[src/rtl/ledscandec.sv]
// ledscandec: receive side of a multiplexed 7-segment display bus.
// Debounces each digit over consecutive scans, maps segment patterns back to
// 4-bit values and hands out whole frames on a valid/ready interface.
module ledscandec #(
    parameter int DIGITS = 4,
    parameter int STABLE = 3
) (
    input  logic                  clk,
    input  logic                  rst_n,
    input  logic                  seg_vld,
    input  logic [DIGITS-1:0]     dig,
    input  logic [7:0]            led,
    output logic [4*DIGITS-1:0]   out_bin,
    output logic [DIGITS-1:0]     out_dp,
    output logic [DIGITS-1:0]     out_err,
    output logic                  out_vld,
    input  logic                  out_rdy,
    output logic                  overrun
);

    localparam logic [3:0] STB = 4'(STABLE);

    // Returns {err, bin} for the a..g part of a segment pattern.
    function automatic logic [4:0] decode(input logic [6:0] p);
        logic [4:0] r;
        case (p)
            7'b1111110: r = 5'h00;
            7'b0110000: r = 5'h01;
            7'b1101101: r = 5'h02;
            7'b1111001: r = 5'h03;
            7'b0110011: r = 5'h04;
            7'b1011011: r = 5'h05;
            7'b1011111: r = 5'h06;
            7'b1110000: r = 5'h07;
            7'b1111111: r = 5'h08;
            7'b1111011: r = 5'h09;
            7'b0000001: r = 5'h0F;
            default:    r = 5'h1E;
        endcase
        return r;
    endfunction

    logic [7:0]        cand [DIGITS];
    logic [3:0]        cnt  [DIGITS];
    logic [3:0]        cbin [DIGITS];
    logic [DIGITS-1:0] cdp;
    logic [DIGITS-1:0] cerr;
    logic [DIGITS-1:0] seen;
    logic              dirty;
    logic              presented;

    logic              smp;
    logic              load;
    logic [4:0]        dec;
    logic [DIGITS-1:0] hit;
    logic [DIGITS-1:0] match;
    logic [DIGITS-1:0] commit;
    logic [DIGITS-1:0] chg;
    logic [3:0]        nxt_cnt [DIGITS];
    logic              any_chg;

    // Sample qualification, per-digit debounce next-state and change detection.
    // When a frame loads on the same edge as a commit, the commit is compared
    // against the frame being loaded (the pre-commit committed value).
    always_comb begin
        smp     = seg_vld && $onehot(dig);
        load    = (&seen) && dirty && !out_vld;
        dec     = decode(led[7:1]);
        any_chg = 1'b0;
        for (int i = 0; i < DIGITS; i++) begin
            hit[i]   = smp && dig[i];
            match[i] = (led == cand[i]);
            if (match[i])
                nxt_cnt[i] = (cnt[i] == STB) ? cnt[i] : cnt[i] + 4'd1;
            else
                nxt_cnt[i] = 4'd1;
            commit[i] = hit[i] && (nxt_cnt[i] == STB) && (!match[i] || cnt[i] != STB);
            if (load)
                chg[i] = commit[i] &&
                         ({dec[3:0], led[0], dec[4]} != {cbin[i], cdp[i], cerr[i]});
            else
                chg[i] = commit[i] && (!presented ||
                         ({dec[3:0], led[0], dec[4]} != {out_bin[4*i +: 4], out_dp[i], out_err[i]}));
            any_chg = any_chg | chg[i];
        end
    end

    // Debounce state and committed per-digit values.
    always_ff @(posedge clk or negedge rst_n) begin
        if (!rst_n) begin
            for (int i = 0; i < DIGITS; i++) begin
                cand[i] <= '0;
                cnt[i]  <= '0;
                cbin[i] <= '0;
            end
            cdp  <= '0;
            cerr <= '0;
            seen <= '0;
        end else begin
            for (int i = 0; i < DIGITS; i++) begin
                if (hit[i]) begin
                    cnt[i] <= nxt_cnt[i];
                    if (!match[i])
                        cand[i] <= led;
                end
                if (commit[i]) begin
                    cbin[i] <= dec[3:0];
                    cdp[i]  <= led[0];
                    cerr[i] <= dec[4];
                    seen[i] <= 1'b1;
                end
            end
        end
    end

    // Frame output handshake, dirty tracking and sticky overrun.
    always_ff @(posedge clk or negedge rst_n) begin
        if (!rst_n) begin
            out_bin   <= '0;
            out_dp    <= '0;
            out_err   <= '0;
            out_vld   <= 1'b0;
            overrun   <= 1'b0;
            dirty     <= 1'b0;
            presented <= 1'b0;
        end else begin
            if (load) begin
                for (int i = 0; i < DIGITS; i++)
                    out_bin[4*i +: 4] <= cbin[i];
                out_dp    <= cdp;
                out_err   <= cerr;
                out_vld   <= 1'b1;
                presented <= 1'b1;
                dirty     <= any_chg;
            end else begin
                if (out_vld && out_rdy)
                    out_vld <= 1'b0;
                dirty <= dirty | any_chg;
            end
            if (any_chg && out_vld && dirty)
                overrun <= 1'b1;
        end
    end

endmodule

[config.mk]
export PLATFORM = sky130hd
export DESIGN_NAME = ledscandec
export DESIGN_NICKNAME = d
export VERILOG_FILES = /design/src/rtl/ledscandec.sv
export SDC_FILE = /design/constraint.sdc
export NUM_CORES = 1
export LEC_CHECK = 0
export ABC_AREA = 1
export CORE_MARGIN = 1.5
export CORE_UTILIZATION = 33
export CTS_CLUSTER_DIAMETER = 200
export DETAILED_ROUTE_END_ITERATION = 7
export PLACE_DENSITY = 0.56
export SYNTH_ARGS = -nofsm -noshare
export SYNTH_HDL_FRONTEND = slang
export SYNTH_SLANG_ARGS = --single-unit
[constraint.sdc]
create_clock -name clk -period 2.2 [get_ports clk]
set_input_delay 0.44 -clock clk [delete_from_list [all_inputs] [get_ports clk]]
set_output_delay 0.44 -clock clk [all_outputs]
set_load 0.03 [all_outputs]
==> results of run 1 <==
==> synthesized netlist by cell type (10+ instances only) <==
master	number
nand2_1	200
dfrtp_1	104
o21ai_0	90
inv_1	83
nor2_1	66
nand3_1	59
xor2_1	24
xnor2_1	15
or2_2	11
a21oi_1	10
nand4_1	10
==> cells by family (layout without fill, tap and decap cells) <==
kind of cell,count (synthesis),after routing
and+or+nand+nor,383,384
buffers and inverters,112,275
AOI/OAI and AO/OA,110,110
DFF,104,104
xor gates and xnor gates,39,39
adders and majority gates,7,7
muxes,4,4
==> worst register-to-register path: cells and delay by family, from the launching register on <==
family,cells,cell delay [ns]
simple gates,6,0.80
flops,1,0.40
mux,1,0.34
buf+inv,2,0.24
fa+ha+maj,1,0.18
==> where the power goes <==
group | leakage, nW | internal, W | total, W | switching, W
Sequential | 1.30 | 0.00226 | 0.00256 | 0.000300
Clock | 0.143 | 0.000794 | 0.00162 | 0.000821
Combinational | 2.60 | 0.000740 | 0.00151 | 0.000771
Total | 4.04 | 0.00380 | 0.00569 | 0.00189
==> what timing repair did <==
action,CTS,global route
setup buffers,26,17
setup endpoints to repair,78,69
pin swaps,26,15
hold endpoints to repair,22,0
hold buffers,1,0
gates resized for setup,91,110
gates cloned,1,2
==> registers in the layout, indices dropped and copies added (netlist names), 16 cells and up <==
name and count:
cbin 16, cand 32, out_bin 16, cnt 16
==> stage by stage <==
step / util (%) / setup TNS [ns] / cell area [sq um] / cells
final: 48.4 / -6.20 / 8400 / 1148
after global routing: 48.4 / -9.76 / 8400 / 1148
after CTS: 45.8 / -2.95 / 7950 / 1131
after detailed placement: 41.7 / -78.60 / 7230 / 1090
after global placement: 41.7 / -77.85 / 7230 / 1090
after floorplan: - / -18.76 / 5990 / 759
==> worst max path at each step <==
stage / startpoint / endpoint / slack [ns] / cells past startpoint
2_1_floorplan: dig[3] / cbin[8] / -0.50 / 16
3_3_place_gp: dig[3] / cbin[8] / -1.24 / 17
3_5_place_dp: dig[3] / cbin[8] / -1.27 / 17
4_1_cts: dig[3] / overrun / -0.21 / 18
5_1_grt: dig[3] / overrun / -0.37 / 19
6_report: dig[3] / seen[2] / -0.26 / 17
==> cell type report <==
class | instances | area, sq um
Fill cell | 1634 | 8950
Timing Repair Buffer | 172 | 1650
Inverter | 87 | 363
Tap cell | 225 | 282
Sequential cell | 104 | 2600
Clock buffer | 9 | 225
Clock inverter | 7 | 60.1
Multi-Input combinational cell | 544 | 3220
==> per-layer routing <==
metal  routed length, um  up-vias  global-route usage (%)
li1                    -     2740                       -
met1                7840     2534                    25.3
met2                7380       68                    27.0
met3                 482       18                    2.57
met4                 231        0                    5.91
met5                   0        -                       0
==> run_results.csv, run 1 <==
group,metric,value,unit
run_status,status,"finished, violations left",
run_status,violations,"negative setup slack",
setup_path,setup.worst_path.class,"input port to register",
floorplan,die_h,136,um
hold_path,whs_endpoint,"overrun",
detailed_routing,routed_wl,15900,um
detailed_routing,via_count,5360,
power_and_ir_drop,power.density,677,nW/um^2
placed_design,preCtsSetupSlack,-1.27,ns
floorplan,die_w,136,um
setup_path,worst-r2r-setup-slack,0.13,ns
yosys,synth_edf_count,0,
yosys,ys_types,41,
detailed_routing,drtPass1Iterations,5,
cts,ctsLongestPathBuffers,2,
yosys,syn_area,5870,sq um
setup_path,worstReg2RegEnd,"seen[0]",
detailed_routing,wl_per_cell,13.9,um
cts,cts_num_sinks,104,
setup_path,r2r_cells,10,
floorplan,die_area,18600,sq um
finish,antenna_cells,0,
setup_path,slowest_delay,0.53,ns
setup_path,worst-path-buf-inv,6,
grt,grt_pass1_vias,5021,
yosys,ys_seq_area_share,44.3,%
timing,maxSlewViolCount,0,
timing,fin_crit_sh,112,%
floorplan,pin_count,42,
timing,fin_skew,0.0133,ns
power_and_ir_drop,leakage,4.04,nW
cts,numCtsBuffers,9,
grt,gr-total-overflow,0,
yosys,synth_top_family_by_area,"simple AND/OR/NAND/NOR gates",
detailed_routing,routed_via_density,4.67,
floorplan,core,17400,sq um
cts,clk_latency,0.37,ns
finish,nets,941,
yosys,synth-xor-area-share,5.81,%
setup_path,rr_startpoint,"cnt[13]",
timing,layout_setup_ws,-0.262,ns
job,cap_violations,0,
finish,layout_commonest_cell,"nand2_1",
yosys,synth_top_area_share,44.3,%
placed_design,gp_congestion,0.847,
timing,min_period,2.46,ns
hold_path,holdPathStages,2,
yosys,ys_seq_elements,104,
detailed_routing,drt_iter0_markers,305,
yosys,synthCells,759,
timing,maxSlewHeadroom,75.5,%
timing,fmax,0.406,GHz
setup_path,cp_top_family,"adder cells",
setup_path,end_kind,"register",
timing,rsz0062_at_grt,"yes",
detailed_routing,drc,0,
detailed_routing,antenna_left,0,
power_and_ir_drop,finalPower,0.00569,W
yosys,synth_mux_area_share,0.703,%
placed_design,portBuffers,41,
grt,grt_max_degree,45,
yosys,avgSynthCellArea,7.74,sq um
setup_path,path_common_cell,"buf_6",
yosys,synth_simple_gate_area_share,29.3,%
floorplan,start_util,33.8,%
timing,finalSetupViolations,50,
power_and_ir_drop,ir_drop,457,uV
grt,antenna_found_initial,0,
cts,cts_tree,"built",
finish,drive_gt1_share,31.9,%
yosys,async_flop_share,100,%
grt,grt_pass1_wl,25200,um
yosys,syn_nets,782,
grt,grt_usage,17.6,%
cts,h-tree-depth,3,
setup_path,crit_chain,"buf_8 -> inv_8 -> fa_1 -> inv_1 -> ha_2 -> ha_4 -> nor2_4 -> and3_4 -> buf_6 -> nand2_4 -> a21oi_2 -> o21ai_2 -> nand2_1 -> nand2_2 -> inv_2 -> buf_6 -> or2_4",
hold_path,hold_path.class,"register to register",
timing,worstMarginPinSlew,0.363,ns
setup_path,required,2.45,ns
setup_path,crit_fanout,3,
yosys,synth_fa_ha_area_share,1.62,%
placed_design,dpl.hpwl,11100,um
finish,final_cell_mix,"nand2_1 (155), dfrtp_1 (104), buf_4 (92)",
cts,clk_pin_slew,0.07,ns
finish,area_growth,43.1,%
yosys,synth_warnings,0,
yosys,synth_flop_cell,"dfrtp_1",
timing,hold_viol,0,
yosys,yosys.area.top_type,"dfrtp_1",
yosys,netlist_top_cells_area,"dfrtp_1 (44%), nand2_1 (13%), o21ai_0 (7.7%)",
cts,root_buffer,"clkbuf_16",
setup_path,cpMaxStageDelayCell,"fa_1",
hold_path,holdCritStartpoint,"overrun",
timing,holdWs,0.465,ns
setup_path,cp.arrival,2.71,ns
yosys,synth_compound_area_share,9.58,%
floorplan,rows,48,
setup_path,start_kind,"input port",
No activity file was read; power rests on OpenSTA's default activity.
==> inputs of run 2 (changes only) <==
--- a/config.mk
+++ b/config.mk
@@ -6,7 +6,7 @@
 export NUM_CORES = 1
 export LEC_CHECK = 0
 export ABC_AREA = 1
-export CORE_MARGIN = 1.5
+export CORE_MARGIN = 2
 export CORE_UTILIZATION = 33
 export CTS_CLUSTER_DIAMETER = 200
 export DETAILED_ROUTE_END_ITERATION = 7
==> run 2 against run 1 <==
- clock-buffer cell count grew 4
- design area shrank 4.9%
- clock skew shrank 0.0068 ns
- critical path type unchanged
- the run still ends with negative setup slack left
- largest power group unchanged
- utilization shrank 2.4 points
- power shrank 0.49%
- register-to-register slack lost 0.18 ns
- sequential share of layout area grew 1.6 points
- maximum frequency shrank 2.2%
- non-clock buffer count shrank 20
- hold slack lost 0.43 ns
==> run_results.csv, run 2 (synthesis results as in run 1) <==
group,metric,value,unit
cts,ctsLongestPathBuffers,2,
floorplan,core,17400,sq um
setup_path,start_kind,"input port",
power_and_ir_drop,pwr-share-clk,31.0,%
floorplan,die_area,18900,sq um
timing,maxSlewViolCount,0,
grt,gr-total-overflow,0,
cts,numCtsBuffers,9,
finish,antenna_cells,0,
setup_path,worst-r2r-setup-slack,-0.05,ns
timing,fin_skew,0.00646,ns
power_and_ir_drop,p_switching,0.00173,W
detailed_routing,dr_wl_met3,533,um
placed_design,gp_congestion,0.824,
timing,hold_viol,0,
finish,drive_gt1_share,25.6,%
power_and_ir_drop,power_switching_share,30.5,%
timing,layout_setup_ws,-0.316,ns
timing,finalSetupViolations,55,
setup_path,setup.worst_path.class,"input port to register",
setup_path,crit_fanout,4,
grt,antenna_found_initial,0,
grt,grt_max_degree,34,
finish,top_register,"cand",
grt,grt_pass1_vias,4969,
finish,layout_commonest_cell,"nand2_1",
finish,final_area,7990,sq um
detailed_routing,drt-met1-wl,7710,um
detailed_routing,drtPass1Iterations,4,
timing,rsz0062_at_grt,"yes",
floorplan,start_util,33.8,%
hold_path,hold_path.class,"input port to async pin",
cts,h-tree-depth,3,
placed_design,dpl.hpwl,11100,um
power_and_ir_drop,power.density,709,nW/um^2
job,cap_violations,0,
cts,cts_num_sinks,104,
finish,multiInputGateArea,3050,sq um
timing,worstMarginPinSlew,0.480,ns
power_and_ir_drop,p_seq_share,44.9,%
run_status,violations,"negative setup slack",
grt,grt_usage,17.5,%
finish,fillers,1713,
detailed_routing,wl_per_cell,13.8,um
timing,fin_crit_sh,114,%
detailed_routing,drt_iter0_markers,365,
floorplan,pin_count,42,
finish,largest_register_ffs,32,
run_status,status,"finished, violations left",
timing,min_period,2.52,ns
timing,fmax,0.397,GHz
floorplan,rows,48,
power_and_ir_drop,p_int,0.00394,W
power_and_ir_drop,ir_drop,473,uV
floorplan,die_w,137,um
cts,cts_tree,"built",
finish,final_cell_mix,"nand2_1 (175), dfrtp_1 (104), buf_4 (90)",
setup_path,rr_startpoint,"cnt[8]",
detailed_routing,wl_met2,7010,um
cts,root_buffer,"clkbuf_16",
detailed_routing,antenna_left,0,
detailed_routing,routed_wl,15500,um
cts,clk_latency,0.35,ns
setup_path,r2r_cells,11,
cts,ctsHoldBuffers,0,
floorplan,die_h,137,um
detailed_routing,routed_via_density,4.67,
detailed_routing,drc,0,
timing,maxSlewHeadroom,68.0,%
setup_path,setup.worst_path.start,"dig[3]",
finish,area_growth,36.0,%
placed_design,portBuffers,41,
setup_path,worstReg2RegEnd,"seen[1]",
finish,seqCellArea,2600,sq um
setup_path,required,2.44,ns
setup_path,end_kind,"register",
finish,nets,921,
timing,holdWs,0.0357,ns
grt,grt_pass1_wl,25500,um
power_and_ir_drop,combPwrFrac,24.1,%
power_and_ir_drop,leakage,3.84,nW
detailed_routing,top_layer_used,"met4",
setup_path,cp-endpoint,"seen[1]",
setup_path,cp.arrival,2.76,ns
detailed_routing,via_count,5270,
placed_design,place_area,7260,sq um
cts,clk_pin_slew,0.07,ns
[run 2: changes by cell type in the layout (fill, tap and decap cells not counted), sizes merged, moves of 2 or more]
cell,delta
buf,-18
inv,-5
clkbuf,+3
clkdlybuf4s50,+3
bufinv,+2
dlymetal6s2s,-2
[run 2: worst min path at each step]
stage / startpoint / end / slack, ns / cells after the start
CTS: rst_n / cand[2] / 0.05 / 1
global placement: rst_n / cand[2] / 0.43 / 1
detailed placement: rst_n / cand[2] / 0.43 / 1
floorplan: rst_n / cand[0] / 0.14 / 0
global route: rst_n / cand[2] / 0.06 / 1
finish: rst_n / cand[2] / 0.04 / 1
[run 2: what timing repair did]
| item | in CTS | in global routing |
|---|---|---|
| pin swaps | 12 | 6 |
| gates cloned | 3 | 0 |
| setup endpoints to repair | 78 | 73 |
| gates resized for setup | 61 | 55 |
| buffers inserted | 13 | 9 |
| endpoints found under the hold margin | 0 | 0 |
[run 2: cell type report]
type | instances | share of cell area, %
multi-input combinational | 544 | 38.1
sequential | 104 | 32.6
timing repair buffer | 152 | 17.3
inverter | 87 | 4.48
tap | 225 | 3.52
clock buffer | 13 | 3.13
clock inverter | 3 | 0.814
[run 2: per-stage QoR]
stage	utilization, %	TNS [ns]	power (W)	instances	worst slack (ns)
final	46.0	-7.02	0.00566	1128	-0.316
after global routing	46.0	-15.09	0.00604	1128	-0.418
after CTS	45.2	-6.32	0.00563	1125	-0.272
after detailed placement	41.8	-79.11	0.00382	1093	-1.26
after global placement	41.8	-76.79	0.00379	1093	-1.19
after floorplan	-	-18.76	0.00342	759	-0.495
[run 2: power groups by stage]
| stage | Combinational (W) | Clock, W | Sequential [W] |
|---|---|---|---|
| 2_1_floorplan | 0.000915 | 0 | 0.00250 |
| 3_3_place_gp | 0.00124 | 0 | 0.00255 |
| 3_5_place_dp | 0.00126 | 0 | 0.00255 |
| 4_1_cts | 0.00132 | 0.00178 | 0.00253 |
| 5_1_grt | 0.00156 | 0.00189 | 0.00259 |
| 6_report | 0.00137 | 0.00176 | 0.00254 |
[run 2: metal layers]
layer  vias up  global-route usage, %
met5         -                      0
met4         0                   5.84
met1      2456                   25.8
met2        87                   26.5
met3        18                   2.21
li1       2709                      -
[run 2: worst max-delay path, cell delays in order]
cell	delay, ns
buf_8	0.09
inv_8	0.03
fa_1	0.52
inv_1	0.05
ha_2	0.19
ha_4	0.26
nor2_2	0.03
and3_4	0.19
inv_4	0.07
nor2_4	0.03
inv_2	0.08
a21oi_2	0.04
a21oi_2	0.19
nor2_4	0.07
buf_4	0.13
buf_6	0.12
or2_4	0.21
==> inputs of run 3 (changes only) <==
--- a/config.mk
+++ b/config.mk
@@ -11,6 +11,7 @@
 export CTS_CLUSTER_DIAMETER = 200
 export DETAILED_ROUTE_END_ITERATION = 7
 export PLACE_DENSITY = 0.56
+export REMOVE_ABC_BUFFERS = 1
 export SYNTH_ARGS = -nofsm -noshare
 export SYNTH_HDL_FRONTEND = slang
 export SYNTH_SLANG_ARGS = --single-unit
==> run 3 against run 2 <==
- the run still ends with negative setup slack left
- global-route usage grew 0.18 points
- via count barely moved
- combinational power grew 6%
- critical endpoint is now dirty
==> run_results.csv, run 3 (synthesis results as in run 1) <==
group,metric,value,unit
detailed_routing,drt_iter0_markers,355,
job,cap_violations,0,
grt,grt_pass1_wl,25700,um
floorplan,rows,48,
finish,final_cell_mix,"nand2_1 (157), dfrtp_1 (104), buf_4 (80)",
cts,clk_pin_slew,0.08,ns
cts,cts_num_sinks,104,
finish,seqCellArea,2600,sq um
placed_design,dpl.hpwl,11100,um
finish,top_register,"cand",
setup_path,cp_top_family,"adder cells",
floorplan,start_util,33.8,%
finish,drive_gt1_share,29.4,%
detailed_routing,drtPass1Iterations,5,
detailed_routing,routed_wl,15600,um
cts,h-tree-depth,3,
grt,grt_util_met3,3.72,%
timing,min_period,2.42,ns
placed_design,placedCellCount,1087,
floorplan,die_area,18900,sq um
cts,ctsLongestPathBuffers,2,
finish,multiInputGateArea,3200,sq um
setup_path,crit_fanout,5,
grt,grt_pass1_vias,5097,
floorplan,die_h,137,um
floorplan,core,17400,sq um
power_and_ir_drop,finalPower,0.00568,W
cts,clk_latency,0.36,ns
cts,cts_tree,"built",
placed_design,place_area,7090,sq um
detailed_routing,wl_per_cell,13.8,um
timing,hold_viol,0,
power_and_ir_drop,ir_drop,502,uV
setup_path,start_kind,"input port",
finish,finalNonFillerCells,1125,
grt,gr-total-overflow,0,
timing,finalSetupViolations,59,
power_and_ir_drop,power.density,699,nW/um^2
timing,maxSlewHeadroom,67.2,%
setup_path,cpMaxStageDelayCell,"fa_1",
detailed_routing,via_count,5274,
timing,worstMarginPinSlew,0.487,ns
detailed_routing,antenna_left,0,
grt,grt_usage,17.7,%
power_and_ir_drop,leakage,3.91,nW
finish,final_area,8130,sq um
timing,fin_skew,0.0148,ns
setup_path,required,2.50,ns
finish,fillers,1682,
floorplan,die_w,137,um
finish,nets,918,
floorplan,pin_count,42,
hold_path,hold_path.class,"input port to async pin",
timing,maxSlewViolCount,0,
grt,grt_max_degree,35,
placed_design,preCtsSetupSlack,-1.22,ns
grt,antenna_found_initial,0,
setup_path,crit_chain,"buf_6 -> inv_2 -> fa_1 -> inv_1 -> ha_2 -> ha_4 -> nor2_2 -> and3_4 -> buf_6 -> nand2_4 -> a21oi_2 -> o21ai_2 -> nand2_2 -> nand2_4 -> inv_4 -> nand3_1 -> nand2_1 -> nor2_1 -> o21ai_1",
grt,globalRouteMet2Util,28.1,%
cts,root_buffer,"clkbuf_16",
setup_path,slowest_delay,0.52,ns
timing,fin_crit_sh,110,%
timing,holdWs,0.0204,ns
grt,grt_busiest_layer,"met2",
detailed_routing,routed_via_density,4.69,
setup_path,worst-path-buf-inv,5,
timing,rsz0062_at_grt,"yes",
timing,fmax,0.412,GHz
finish,area_growth,38.3,%
detailed_routing,drc,0,
timing,layout_setup_ws,-0.225,ns
run_status,violations,"negative setup slack",
setup_path,end_kind,"register",
run_status,status,"finished, violations left",
finish,layout_commonest_cell,"nand2_1",
finish,largest_register_ffs,32,
finish,antenna_cells,0,
placed_design,portBuffers,41,
placed_design,gp_congestion,0.834,
grt,met1_usage,24.3,%
cts,numCtsBuffers,9,
setup_path,setup.worst_path.class,"input port to register",
setup_path,cp.arrival,2.72,ns
[run 3: changes by cell type in the layout (fill, tap and decap cells not counted), moves of 6 or more]
cell     before  now
o21ai_0      57   36
nand2_1     175  157
o21ai_2       9   24
buf_6        13   24
buf_4        90   80
nand2_4       8   18
nand2_2      27   33
o21ai_1      28   34
[run 3: repair_timing]
action,CTS,global route
resized for setup,132,103
hold buffers,0,0
setup endpoints to repair,78,75
pin swaps,31,33
cloned,3,0
endpoints found under the hold margin,0,0
setup buffers,16,8
[run 3: path summary, 6_finish.rpt]
path / cells past startpoint / slack, ns / startpoint / endpoint
setup / recovery: 19 / -0.22 / dig[0] / dirty
min in group clk: 1 / 0.48 / seen[0] / seen[0]
hold / removal: 1 / 0.02 / rst_n / cand[28]
setup reg to reg: 12 / 0.06 / dirty / overrun
hold reg to reg: 1 / 0.48 / seen[0] / seen[0]
max in group asynchronous: 2 / 1.58 / rst_n / out_bin[8]
[run 3: stage by stage]
step	util (%)	TNS [ns]
finish	46.8	-6.23
global route	46.8	-14.38
CTS	44.8	-4.67
detailed placement	40.9	-75.24
global placement	40.9	-71.66
floorplan	-	-32.41
[run 3: power by group]
part / switching [W] / total (W) / internal (W) / leakage [nW]
clock: 0.000767 / 0.00166 / 0.000892 / 0.148
combinational: 0.000738 / 0.00145 / 0.000707 / 2.46
sequential: 0.000315 / 0.00258 / 0.00226 / 1.30
[run 3: area by class of cell]
cell class / count / area share [%]
Multi-Input combinational cell: 543 / 39.3
Timing Repair inverter: 1 / 0.0924
Clock buffer: 10 / 2.82
Clock inverter: 6 / 0.847
Tap cell: 225 / 3.46
Inverter: 87 / 4.28
Timing Repair Buffer: 149 / 17.2
Sequential cell: 104 / 32.0
[run 3: per-layer routing]
| layer | wire, um | vias to the layer above |
|---|---|---|
| met3 | 611 | 15 |
| met4 | 228 | 0 |
| met1 | 7360 | 2482 |
| met5 | 0 | - |
| li1 | - | 2690 |
| met2 | 7380 | 87 |
